--- src/rtl/parity_frame_ctrl.sv ---
// Serial even-parity frame deserialiser with valid/ready result port and error tracking.
// Define PARITY_ERR_CNT_EN to add the saturating err_cnt output.
module parity_frame_ctrl #(
  parameter int unsigned DATA_W = 3,
  parameter int unsigned CNT_W  = 8
) (
  input  logic              clk,
  input  logic              rst,
  input  logic              start,
  input  logic              sin,
  input  logic              sin_valid,
  output logic              busy,
  output logic              out_valid,
  input  logic              out_ready,
  output logic [DATA_W-1:0] out_data,
  output logic              out_ok,
  output logic              err_sticky,
  input  logic              err_clr
`ifdef PARITY_ERR_CNT_EN
  ,
  output logic [CNT_W-1:0]  err_cnt
`endif
);

  localparam int unsigned CntBits = $clog2(DATA_W + 2);

  if (DATA_W < 1 || DATA_W > 32 || CNT_W < 1) begin : g_bad_param
    $error("parity_frame_ctrl: illegal DATA_W or CNT_W");
  end

  typedef enum logic [1:0] {StIdle, StShift, StDone} state_e;

  state_e              state_q, state_d;
  logic [CntBits-1:0]  bit_cnt_q, bit_cnt_d;
  logic [DATA_W-1:0]   shift_q, shift_d;
  logic                busy_q, busy_d;
  logic                out_valid_q, out_valid_d;
  logic [DATA_W-1:0]   out_data_q, out_data_d;
  logic                out_ok_q, out_ok_d;
  logic                err_sticky_q, err_sticky_d;
  logic                err_new;
  logic                handshake;

  assign handshake = out_valid_q & out_ready;

  always_comb begin
    state_d     = state_q;
    bit_cnt_d   = bit_cnt_q;
    shift_d     = shift_q;
    out_valid_d = out_valid_q;
    out_data_d  = out_data_q;
    out_ok_d    = out_ok_q;
    err_new     = 1'b0;

    unique case (state_q)
      StIdle: begin
        bit_cnt_d = '0;
        shift_d   = '0;
        if (start) state_d = StShift;
      end
      StShift: begin
        if (sin_valid) begin
          if (bit_cnt_q == CntBits'(DATA_W)) begin
            // This is the parity bit: publish the word and its check result.
            out_data_d  = shift_q;
            out_ok_d    = ~^{shift_q, sin};
            err_new     = ^{shift_q, sin};
            out_valid_d = 1'b1;
            state_d     = StDone;
          end else begin
            shift_d   = DATA_W'({shift_q, sin});
            bit_cnt_d = bit_cnt_q + CntBits'(1);
          end
        end
      end
      StDone: begin
        if (handshake) begin
          out_valid_d = 1'b0;
          bit_cnt_d   = '0;
          shift_d     = '0;
          state_d     = start ? StShift : StIdle;
        end
      end
      default: state_d = StIdle;
    endcase

    busy_d = (state_d != StIdle);

    // A new error outranks a simultaneous clear.
    err_sticky_d = err_sticky_q;
    if (err_new) begin
      err_sticky_d = 1'b1;
    end else if (err_clr) begin
      err_sticky_d = 1'b0;
    end
  end

`ifdef PARITY_ERR_CNT_EN
  logic [CNT_W-1:0] err_cnt_q, err_cnt_d;

  always_comb begin
    err_cnt_d = err_cnt_q;
    if (err_new) begin
      if (err_clr) begin
        err_cnt_d = CNT_W'(1);
      end else if (err_cnt_q != {CNT_W{1'b1}}) begin
        err_cnt_d = err_cnt_q + CNT_W'(1);
      end
    end else if (err_clr) begin
      err_cnt_d = '0;
    end
  end

  assign err_cnt = err_cnt_q;
`endif

  always_ff @(posedge clk) begin
    if (rst) begin
      state_q      <= StIdle;
      bit_cnt_q    <= '0;
      shift_q      <= '0;
      busy_q       <= 1'b0;
      out_valid_q  <= 1'b0;
      out_data_q   <= '0;
      out_ok_q     <= 1'b0;
      err_sticky_q <= 1'b0;
`ifdef PARITY_ERR_CNT_EN
      err_cnt_q    <= '0;
`endif
    end else begin
      state_q      <= state_d;
      bit_cnt_q    <= bit_cnt_d;
      shift_q      <= shift_d;
      busy_q       <= busy_d;
      out_valid_q  <= out_valid_d;
      out_data_q   <= out_data_d;
      out_ok_q     <= out_ok_d;
      err_sticky_q <= err_sticky_d;
`ifdef PARITY_ERR_CNT_EN
      err_cnt_q    <= err_cnt_d;
`endif
    end
  end

  assign busy       = busy_q;
  assign out_valid  = out_valid_q;
  assign out_data   = out_data_q;
  assign out_ok     = out_ok_q;
  assign err_sticky = err_sticky_q;

endmodule

--- config.mk ---
export PLATFORM = sky130hd
export DESIGN_NAME = parity_frame_ctrl
export DESIGN_NICKNAME = d
export VERILOG_FILES = /design/src/rtl/parity_frame_ctrl.sv
export SDC_FILE = /design/constraint.sdc
export NUM_CORES = 1
export LEC_CHECK = 0
export ABC_AREA = 1
export CAP_MARGIN = 40
export CORE_UTILIZATION = 46
export CTS_BUF_LIST = sky130_fd_sc_hd__clkbuf_8
export CTS_CLUSTER_SIZE = 25
export DETAILED_ROUTE_END_ITERATION = 10
export PLACE_DENSITY_LB_ADDON = 0.08
export SETUP_SLACK_MARGIN = 0.15
export SLEW_MARGIN = 20
export SYNTH_ARGS = -nofsm -noshare
export SYNTH_HDL_FRONTEND = slang
export SYNTH_SLANG_ARGS = --single-unit
--- constraint.sdc ---
create_clock -name clk -period 1.3 [get_ports clk]
set_input_delay 0.13 -clock clk [delete_from_list [all_inputs] [get_ports clk]]
set_output_delay 0.13 -clock clk [all_outputs]
set_load 0.005 [all_outputs]
==> results.sh <==
export IMPL_cts_tree="yes"
export IMPL_post_route_drc_count=0
export IMPL_r2r_end="out_ok"
export IMPL_violations="negative setup slack"
export IMPL_grt_first_pass_wirelength_um=2484
export IMPL_ys_seq_elements=15
export IMPL_m1WireLength_um=734
export IMPL_vias_per_cell=5.184
export IMPL_fin_ws_ps=-26.15
export IMPL_worst_clock_skew_ps=2.225
export IMPL_nets=131
export IMPL_reg2reg_from="bit_cnt_q[0]"
export IMPL_finalSetupViolations=5
export IMPL_top_layer="met4"
export IMPL_hp_class="flip-flop to flip-flop"
export IMPL_io_buffers=13
export IMPL_hp_start="out_valid"
export IMPL_clock_root_buffer="clkbuf_8"
export IMPL_hold_violations=0
export IMPL_cp_start_kind="flip-flop"
export IMPL_reg2reg_depth=8
export IMPL_met3_length_um=83
export IMPL_antenna_cells=0
export IMPL_leakagePower_nw=0.5009
export IMPL_hold_ws_ps=474.4
export IMPL_status="complete, but fails checks"
export IMPL_cp_end_kind="flip-flop"
export IMPL_arrival_ps=1470
export IMPL_slew_viol_final=0
export IMPL_row_count=13
export IMPL_worstMarginPinSlew_ps=352.0
export IMPL_crit_end="out_ok"
export IMPL_slew_headroom_pct=76.51
export IMPL_wirelength_um=1661
export IMPL_start_util_pct=51.03
export IMPL_ys_seq_area_share_pct=44.12
export IMPL_setup_tns_ps=-56.49
export IMPL_yosys_area_top_type="dfxtp_1"
export IMPL_numPlacedInstances=129
export IMPL_path_class="flip-flop to flip-flop"
export IMPL_ys_top_cells_by_count="nor2_1 (23), nand2_1 (17), dfxtp_1 (15)"
export IMPL_wl_per_cell_um=12.21
export IMPL_clock_sinks=15
export IMPL_synth_most_common_cell="nor2_1"
export IMPL_ant_nets=0
export IMPL_yosys_warnings=0
export IMPL_grt_max_degree=12
export IMPL_drtIter0Drc=33
export IMPL_synth_main_ff_cell="dfxtp_1"
export IMPL_clk_pin_slew_worst_paths_ps=60
export IMPL_peakVddDrop_v=0.0005614
export IMPL_fmax_mhz=754.1
export IMPL_grt_overflow_total=0
export IMPL_synth_distinct_cells=17
export IMPL_vias=705
export IMPL_grt_setup_unrepaired="yes"
export IMPL_postSynthAreaPerCell_um2=7.017
export IMPL_maxCapViolCount=0
export IMPL_htreeDepth=1
export IMPL_fin_cells=136
export IMPL_grt_pass1_vias=593
export IMPL_io_pins=14
export IMPL_core_mm2=0.001334
export IMPL_yosys_top_cells_area="dfxtp_1 (44%), nor2_1 (13%), nand2_1 (9.4%), o21ai_0 (7.4%), inv_1 (5.5%)"
export IMPL_antenna_found_initial=0
export IMPL_dieArea_mm2=0.001637
export IMPL_cts_buffers=3
export IMPL_pwr_density_cell_mw_per_mm2=975.5
export IMPL_synthArstFlopShare_pct=0
export IMPL_die_h_um=40.47
export IMPL_syn_inst=97
export IMPL_synth_net_count=106
export IMPL_cp_max_fo=3
export IMPL_synth_edf_count=0
export IMPL_power_total_mw=1.009
export IMPL_period_share_pct=102.0
export IMPL_synth_top_area_share_pct=44.12
export IMPL_drive_above_1_share_pct=31.40
export IMPL_die_w_um=40.47
export IMPL_utilization_pct=77.58
export IMPL_cp_data_required_time_ps=1440
export IMPL_drt_first_pass_iters=4
export IMPL_min_period_ps=1326
export IMPL_holdBufCountCts=0
export IMPL_r2r_slack_ps=-30
export IMPL_area_growth_syn_to_layout_pct=52.02
export IMPL_clock_latency_ps=250
export IMPL_cts_buffer_depth=2
export IMPL_netlist_area_um2=680.7
export IMPL_met2_length_um=812
export IMPL_grt_total_usage_pct=23.54
export IMPL_worstSetupStartpoint="bit_cnt_q[0]"
export IMPL_place_hpwl_um=1094
export IMPL_place_gp_congestion=0.7266
==> area by class of cell <==
type	instances	area, um2
Clock buffer	3	41.29
Multi-Input combinational cell	68	415.4
Fill cell	97	299.0
Inverter	12	47.55
Tap cell	15	18.77
Sequential cell	15	306.5
Timing Repair Buffer	22	200.2
Clock inverter	1	5.005
==> state kept, by name, summed over array words and instances, names as in the netlist <==
name / cells
bit_cnt_q: 3
out_data: 3
shift_q: 3
state_q: 2
busy: 1
err_sticky: 1
out_ok: 1
out_valid: 1
==> timing repair <==
item | 4_1_cts | 5_1_grt
pin swaps | 8 | 6
setup endpoints to repair | 21 | 15
setup buffers | 2 | 1
resized for setup | 22 | 11
gates cloned | 0 | 0
==> worst min path at each step <==
stage	to	slack, ps	cells past startpoint
2_1_floorplan	busy	200	1
3_3_place_gp	err_sticky	450	2
3_5_place_dp	out_valid	480	2
4_1_cts	out_valid	490	2
5_1_grt	out_valid	500	2
6_report	out_valid	470	2
==> power by group <==
group	switching, mW	leakage, nW	internal (mW)
clock network	0.165	0.0255	0.212
registers	0.0166	0.124	0.478
logic	0.0726	0.351	0.0653
==> metrics by stage <==
step	instance area, um2	worst slack, ps
after global routing	1035	-83.43
after CTS	994.7	23.75
after detailed placement	905.9	-106.5
after floorplan	720.7	29.04
after global placement	905.9	-67.08
final	1035	-26.15
==> logic make-up after synthesis <==
kind of cell	count (synthesis)	synth area share, %
xor gates and xnor gates	1	1.287
buffers and inverters	14	7.904
DFF	15	44.12
AOI/OAI and AO/OA	18	13.23
adders and majority gates	2	3.676
and+or+nand+nor	47	29.78
==> layer usage <==
| layer | vias to the layer above | GRT usage [%] |
|---|---|---|
| li1 | 354 | - |
| met1 | 326 | 28.76 |
| met2 | 21 | 39.29 |
| met3 | 4 | 3.333 |
| met4 | 0 | 12.50 |
| met5 | - | 0 |
==> layout by cell type (no fill, tap or decap) <==
cell type,synthesis,layout
inv_2,2,2
nand2_4,0,1
ha_4,0,2
nand3_1,2,1
buf_4,0,7
a21oi_1,7,6
inv_4,0,1
dfxtp_2,0,5
nor2_1,23,18
a21oi_2,0,1
nand3_2,1,1
dlygate4sd2_1,0,6
inv_1,10,9
nor3_1,2,2
o21ai_1,1,5
nand3_4,0,1
o21ai_2,0,3
xnor2_1,1,1
clkbuf_8,0,3
clkdlybuf4s50_1,0,6
dlymetal6s2s_1,0,1
dfxtp_1,15,10
nor2_2,1,5
o21ai_0,10,2
nand2_1,17,16
clkinv_2,0,1
o21ai_4,0,1
nor2_4,0,1
nor3_4,1,1
buf_6,0,2
==> worst max-delay path: stages (launching register included) <==
cell     delay (ps)
dfxtp_2         350
ha_4            140
ha_4            150
nand2_4          60
nor3_4          150
buf_4           170
nand3_2          80
nand2_1          80
nor2_1           40
(Power assumes the default switching activity.)
